[config.mk]
export PLATFORM = sky130hd
export DESIGN_NAME = apb_slave_regif
export DESIGN_NICKNAME = d
export VERILOG_FILES = /design/src/rtl/apb_pkg.sv /design/src/rtl/apb_addr_decoder.sv /design/src/rtl/apb_slave_regif.sv
export SDC_FILE = /design/constraint.sdc
export NUM_CORES = 1
export LEC_CHECK = 0
export BUFFER_PORTS_ARGS = -buffer_cell sky130_fd_sc_hd__buf_2
export CELL_PAD_IN_SITES_DETAIL_PLACEMENT = 1
export CELL_PAD_IN_SITES_GLOBAL_PLACEMENT = 1
export CORE_MARGIN = 2
export CORE_UTILIZATION = 15
export DETAILED_ROUTE_END_ITERATION = 10
export GPL_ROUTABILITY_DRIVEN = 0
export GPL_TIMING_DRIVEN = 0
export PLACE_DENSITY_LB_ADDON = 0.1
export SLEW_MARGIN = 0
export SYNTH_ARGS = -nofsm -noshare
export SYNTH_HDL_FRONTEND = slang
export SYNTH_SLANG_ARGS = --single-unit
[constraint.sdc]
create_clock -name clk -period 1.9 [get_ports clk]
set_input_delay 0.285 -clock clk [delete_from_list [all_inputs] [get_ports clk]]
set_output_delay 0.285 -clock clk [all_outputs]
set_load 0.005 [all_outputs]
[src/rtl/apb_pkg.sv]
// Shared definitions for the APB slave register interface:
// FSM state encoding, register-bank strobe codes and a constant clog2 helper.
package apb_pkg;

  typedef enum logic [1:0] {
    IDLE = 2'b00,
    WAIT = 2'b01
  } state_e;

  localparam logic [1:0] REG_NONE = 2'b00;
  localparam logic [1:0] REG_WR   = 2'b01;
  localparam logic [1:0] REG_RD   = 2'b10;

  function automatic int clog2(input int value);
    int r;
    r = 0;
    while ((1 << r) < value) begin
      r = r + 1;
    end
    return r;
  endfunction

endpackage

[src/rtl/apb_addr_decoder.sv]
// Combinational PADDR decode: word index plus an error flag for misaligned
// or out-of-range addresses.
module apb_addr_decoder
  import apb_pkg::*;
#(
  parameter int ADDR_WIDTH = 8,
  parameter int NB         = 4,
  parameter int NUM_REGS   = 8,
  localparam int ADDR_LSB  = clog2(NB),
  localparam int IDX_W     = (clog2(NUM_REGS) > 0) ? clog2(NUM_REGS) : 1
) (
  input  logic [ADDR_WIDTH-1:0] paddr,
  output logic [IDX_W-1:0]      index,
  output logic                  error
);

  localparam int FULL_W = ADDR_WIDTH - ADDR_LSB;

  logic [FULL_W-1:0] full_idx;
  logic [31:0]       full_ext;
  logic              misaligned;

  assign full_idx = paddr[ADDR_WIDTH-1:ADDR_LSB];
  assign full_ext = 32'(full_idx);

  // Byte-wide buses have no sub-word offset bits, so they can never be misaligned.
  generate
    if (ADDR_LSB > 0) begin : g_lsb
      assign misaligned = |paddr[ADDR_LSB-1:0];
    end else begin : g_no_lsb
      assign misaligned = 1'b0;
    end
  endgenerate

  assign error = misaligned | (full_ext >= 32'(NUM_REGS));
  assign index = full_idx[IDX_W-1:0];

endmodule

[src/rtl/apb_slave_regif.sv]
// APB3/APB4 slave front-end for the ECC accelerator register bank: address
// decode, programmable wait states, PSLVERR and the 2-bit REG_ENABLE strobe.
module apb_slave_regif
  import apb_pkg::*;
#(
  parameter int DATA_WIDTH  = 32,
  parameter int ADDR_WIDTH  = 8,
  parameter int NUM_REGS    = 8,
  parameter int WAIT_STATES = 0,
  localparam int NB         = DATA_WIDTH / 8,
  localparam int IDX_W      = (clog2(NUM_REGS) > 0) ? clog2(NUM_REGS) : 1
) (
  input  logic                  clk,
  input  logic                  reset,
  input  logic                  PSEL,
  input  logic                  PENABLE,
  input  logic                  PWRITE,
  input  logic [ADDR_WIDTH-1:0] PADDR,
  input  logic [DATA_WIDTH-1:0] PWDATA,
  input  logic [NB-1:0]         PSTRB,
  output logic [DATA_WIDTH-1:0] PRDATA,
  output logic                  PREADY,
  output logic                  PSLVERR,
  output logic [1:0]            REG_ENABLE,
  output logic [IDX_W-1:0]      REG_INDEX,
  output logic [DATA_WIDTH-1:0] REG_WDATA,
  output logic [NB-1:0]         REG_WSTRB,
  input  logic [DATA_WIDTH-1:0] REG_RDATA
);

  localparam logic [3:0] CNT_INIT = 4'(WAIT_STATES);

  state_e           state_q, state_d;
  logic [3:0]       cnt_q, cnt_d;
  logic [IDX_W-1:0] index_q, index_d;
  logic             err_q, err_d;
  logic             write_q, write_d;

  logic [IDX_W-1:0] dec_index;
  logic             dec_err;
  logic             ready;
  logic             complete;

  apb_addr_decoder #(
    .ADDR_WIDTH(ADDR_WIDTH),
    .NB        (NB),
    .NUM_REGS  (NUM_REGS)
  ) u_decoder (
    .paddr(PADDR),
    .index(dec_index),
    .error(dec_err)
  );

  always_ff @(posedge clk) begin
    if (reset) begin
      state_q <= IDLE;
      cnt_q   <= '0;
      index_q <= '0;
      err_q   <= 1'b0;
      write_q <= 1'b0;
    end else begin
      state_q <= state_d;
      cnt_q   <= cnt_d;
      index_q <= index_d;
      err_q   <= err_d;
      write_q <= write_d;
    end
  end

  // A setup phase (PSEL without PENABLE) always restarts the access, even mid-WAIT.
  always_comb begin
    state_d = state_q;
    cnt_d   = cnt_q;
    index_d = index_q;
    err_d   = err_q;
    write_d = write_q;
    case (state_q)
      IDLE: begin
        if (PSEL && !PENABLE) begin
          state_d = WAIT;
          cnt_d   = CNT_INIT;
          index_d = dec_index;
          err_d   = dec_err;
          write_d = PWRITE;
        end
      end
      WAIT: begin
        if (!PSEL) begin
          state_d = IDLE;
          cnt_d   = '0;
        end else if (!PENABLE) begin
          cnt_d   = CNT_INIT;
          index_d = dec_index;
          err_d   = dec_err;
          write_d = PWRITE;
        end else if (cnt_q == 4'd0) begin
          state_d = IDLE;
        end else begin
          cnt_d = cnt_q - 4'd1;
        end
      end
      default: begin
        state_d = IDLE;
      end
    endcase
  end

  // PREADY is gated by PSEL so an abort never shows a ready pulse.
  always_comb begin
    ready      = (state_q == WAIT) && (cnt_q == 4'd0) && PSEL;
    complete   = ready && PENABLE;
    PREADY     = ready;
    PSLVERR    = 1'b0;
    REG_ENABLE = REG_NONE;
    REG_WSTRB  = '0;
    PRDATA     = '0;
    REG_WDATA  = PWDATA;
    REG_INDEX  = index_q;
    if (complete) begin
      PSLVERR = err_q;
      if (!err_q) begin
        REG_ENABLE = write_q ? REG_WR : REG_RD;
      end
      if (write_q) begin
        REG_WSTRB = PSTRB;
      end else if (!err_q) begin
        PRDATA = REG_RDATA;
      end
    end
  end

endmodule
==> results by stage <==
Outcome:
- The run finished, with violations left.
- The final reports fail on setup timing.

Layout:
- Fill cells in the final layout number 817.
- The antenna diode count is 0.
- The synthesis-to-layout area growth is 108%.
- The count of cells in the finished layout, fillers not included, comes to 351.
- In the final design database the tool counted 354 nets.
- Registers take 203 um2.
- The area used by multi-input combinational logic is 591 um2.
- The share of cells above drive strength 1 is 77.5%.

STA:
- The aggregate negative setup slack is -8.64 ns.
- The achievable frequency is 465 MHz.
- Dividing the final minimum period by the clock period gives 113%.
- Setup repair after global routing could not meet its margin everywhere.
- In this run the tightest slew margin relative to its limit is 68.1%.
- The max-slew violation count is 0.
- The worst-case setup margin in the final layout is -0.250 ns.
- The minimum hold slack is 0.284 ns.
- Setup violations remaining at the end of the flow were counted as 39.
- The routed design could run at a clock period as short as 2.15 ns.
- At the pin with the least slew margin, the transition time is 0.479 ns.
- The number of hold violations in the final report is 0.
- The clock tree skew after final layout is 0.00447 ns.

Placed design:
- Timing analysis after detailed placement gives a worst setup slack of -0.296 ns.
- The cell count after placement is 337.
- The wire-length estimate of the detail-placed layout is 3430 um.
- Port buffering added 123 buffers.

Worst setup path:
- On the worst path, the slowest cell contributes a delay of 0.39 ns.
- The cell family contributing the most delay on the critical path is simple AND/OR/NAND/NOR gates.
- The critical path runs through a total of 8 cells.
- The signal on the critical path passes through inv_2 > ha_4 > or3b_4 > nor4_4 > buf_6 > buf_6 > and2_4 > buf_6.
- The origin of the worst setup path is cnt_q[0].
- The kind of capture point of the worst setup path is an output port.
- The cell with the largest stage delay on the worst path is sky130_fd_sc_hd__or3b_4.
- By startpoint and endpoint, the worst setup path is classified as reg2out.
- Measured in cells, the most critical reg-to-reg path has a length of 6.
- The number of buffer and inverter instances along the worst setup path is 4.
- The arrival time at the worst endpoint is 1.87 ns.
- The critical register-to-register path startpoint is cnt_q[0].
- The highest net fanout along the worst path is 5.
- STA classifies the critical path startpoint as a flip-flop.
- At the worst endpoint, the required time is 1.62 ns.
- Among the stages of the critical path, the cell type that occurs most often is sky130_fd_sc_hd__buf_6.

Yosys:
- The commonest cells after synthesis are 32 x sky130_fd_sc_hd__buf_4, 21 x sky130_fd_sc_hd__and2_1, 12 x sky130_fd_sc_hd__and2_2, 12 x sky130_fd_sc_hd__nand2_1, 10 x sky130_fd_sc_hd__dfxtp_1.
- The sequential share of the synthesized area is 19.5%.
- The number of nets produced by synthesis is 216.
- After technology mapping, the gate count stands at 134.
- Counting flops with an async set or reset pin after synthesis yields a share of 0%.
- The number of synthesized flops with an enable pin is 0.
- The number of different library cells used by synthesis comes to 28.
- The dominant cell by count in the synthesized netlist is sky130_fd_sc_hd__buf_4.
- Counting flops and latches in the post-synthesis netlist gives 10.
- The dominant register cell in the synthesized netlist is sky130_fd_sc_hd__dfxtp_1.
- The mean instance size in the synthesized netlist is 7.67 um2.
- The cell type with the largest total area after synthesis is sky130_fd_sc_hd__buf_4.
- The fraction of post-synthesis cell area in the top cell type by area is 23.4%.
- By area the synthesized netlist is led by sky130_fd_sc_hd__buf_4 23%, sky130_fd_sc_hd__dfxtp_1 19%, sky130_fd_sc_hd__and2_1 13%.
- The Yosys step of the flow raised 0 warnings.
- The synthesized cell area is 1030 um2.

Power and ir drop:
- The clock power share is 39.0%.
- IR analysis of the VDD net gives a maximum drop of 0.260 mV.
- Of the total power, the share spent switching nets is 23.5%.
- The part of the total power dissipated in sequential elements is 32.3%.
- The internal power of the cells totals 0.530 mW.
- The power per unit of standard cell area is 325 nW/um2.
- The static leakage power is 1.17 nW.
- The analysis attributes to net switching a power of 0.163 mW.
- In this run, the combinational gates consume 28.7% of the power.

Clock tree:
- After clock tree synthesis, the flow added hold-fix buffers numbering 0.
- Counting every sink on the clock net gives 10.
- The clock tree root buffer cell is sky130_fd_sc_hd__clkbuf_8.
- The source-to-sink clock delay at the later pin of the worst-skew pair is 0.24 ns.
- TritonCTS built the clock tree.
- In this run the number of H-tree levels came out at 1.
- The number of clock buffers added by TritonCTS is 3.
- The clock transition at the register clock pins on the worst setup and hold paths after CTS is 0.05 ns.
- The maximum count of clock buffers along a single path is 2.

Global routing:
- The global-route congestion overflow total is 0.
- Entering global routing, the biggest net connects 11 pins.
- The total global routing track utilization is 9.97%.
- The first global-routing pass estimated 6040 um of wire.
- The number of antenna violations at the first check in global routing is 0.
- The via count of the first global-routing pass is 1318.

Die:
- After floorplanning, the core was divided into 30 placement rows.
- Pin placement for this block handled 156 I/O pins.
- The die is 86.8 um wide.
- Once the floorplan was initialized, standard cells occupied 15.3% of the core.
- From bottom edge to top edge, the die measures 86.8 um.
- The area inside the core boundary is 6720 um2.
- The die covers 7530 um2.

Route:
- The remaining antenna violation count after routing is 0.
- The final wirelength is 4250 um.
- The number of DRC violations after detailed-routing iteration 0 is 17.
- The remaining routing DRC violations is 0.
- The routed layout has 1360 vias.
- The wire length per cell after detailed routing is 12.1 um.
- The number of optimization iterations in the first detailed-route pass is 4.
- The via density per instance is 3.87.

Min path:
- In this run the worst hold path is classified as in2reg.
- Along the worst hold path, the cell count comes to 3.
- The startpoint identified for the worst hold timing path is PADDR[4].

Flow run:
- The max capacitance violation total is 0.
[layout make-up]
type / instances / share of cell area [%]
buffer: 36 / 13.0
clock buffer: 4 / 2.58
inverter: 5 / 0.880
multi-input combinational: 82 / 27.7
sequential: 10 / 9.50
tap: 80 / 4.69
timing repair buffer: 134 / 41.6
[flip-flops by register name, indices dropped and copies added (netlist names)]
register	flops
REG_INDEX	3
err_q	1
state_q	1
write_q	1
cnt_q	4
[what timing repair did]
action	CTS	global route
setup endpoints to repair	39	40
pin swaps	28	9
buffers inserted	5	2
hold endpoints to repair	0	0
resized for setup	46	23
cloned	4	0
[final timing paths]
path | endpoint | slack, ns
setup / recovery | PRDATA[9] | -0.25
hold reg to reg | REG_INDEX[2] | 0.46
setup reg to reg | cnt_q[3] | 0.40
hold / removal | REG_INDEX[2] | 0.28
[cell families after synthesis]
logic type               synth area share [%]
adder cells (fa/ha/maj)                  1.22
AND/OR/NAND/NOR                          40.1
buffers and inverters                    30.0
flip-flops                               19.5
AO/OA/AOI/OAI                            9.26
[per-stage QoR]
| step | util (%) | cell area [um2] | total power [mW] |
|---|---|---|---|
| finish | 31.8 | 2130 | 0.693 |
| global route | 31.8 | 2130 | 0.738 |
| CTS | 30.3 | 2040 | 0.700 |
| detailed placement | 25.9 | 1740 | 0.412 |
| global placement | 25.9 | 1740 | 0.410 |
| floorplan | - | 1030 | 0.312 |
[placed cells by master (no fill, tap or decap), types with 2 or more instances in the layout]
master / instances
sky130_fd_sc_hd__nor2_1: 2
sky130_fd_sc_hd__clkbuf_8: 4
sky130_fd_sc_hd__nand3_1: 3
sky130_fd_sc_hd__buf_2: 95
sky130_fd_sc_hd__and3_1: 4
sky130_fd_sc_hd__dfxtp_2: 2
sky130_fd_sc_hd__and2_4: 27
sky130_fd_sc_hd__nand2_1: 12
sky130_fd_sc_hd__nor3_1: 3
sky130_fd_sc_hd__o21ai_0: 2
sky130_fd_sc_hd__o32ai_1: 3
sky130_fd_sc_hd__dfxtp_1: 8
sky130_fd_sc_hd__or2b_1: 2
sky130_fd_sc_hd__and2_1: 5
sky130_fd_sc_hd__a21oi_1: 5
sky130_fd_sc_hd__buf_6: 35
sky130_fd_sc_hd__inv_2: 2
sky130_fd_sc_hd__inv_1: 3
sky130_fd_sc_hd__buf_4: 39
[metal layers]
layer	global-route usage (%)	up-vias	share of wire, %
met5	0	-	0
li1	-	676	-
met1	10.1	603	34
met2	20.4	78	54
met3	2.10	3	11
met4	2.13	0	0.68
[power by group through the flow]
stage	Sequential [mW]	Clock, mW	Combinational (mW)
global placement	0.228	0	0.183
detailed placement	0.228	0	0.184
finish	0.224	0.270	0.199
global route	0.224	0.293	0.221
CTS	0.223	0.281	0.196
floorplan	0.226	0	0.0858
[worst register-to-register path, delay by kind of cell (launching register included)]
family          cells  cell delay (ns)
compound gates      1             0.11
flops               1             0.32
fa+ha+maj           1             0.13
buf+inv             2             0.23
simple gates        2             0.59
No activity file was read; power rests on OpenSTA's default activity.
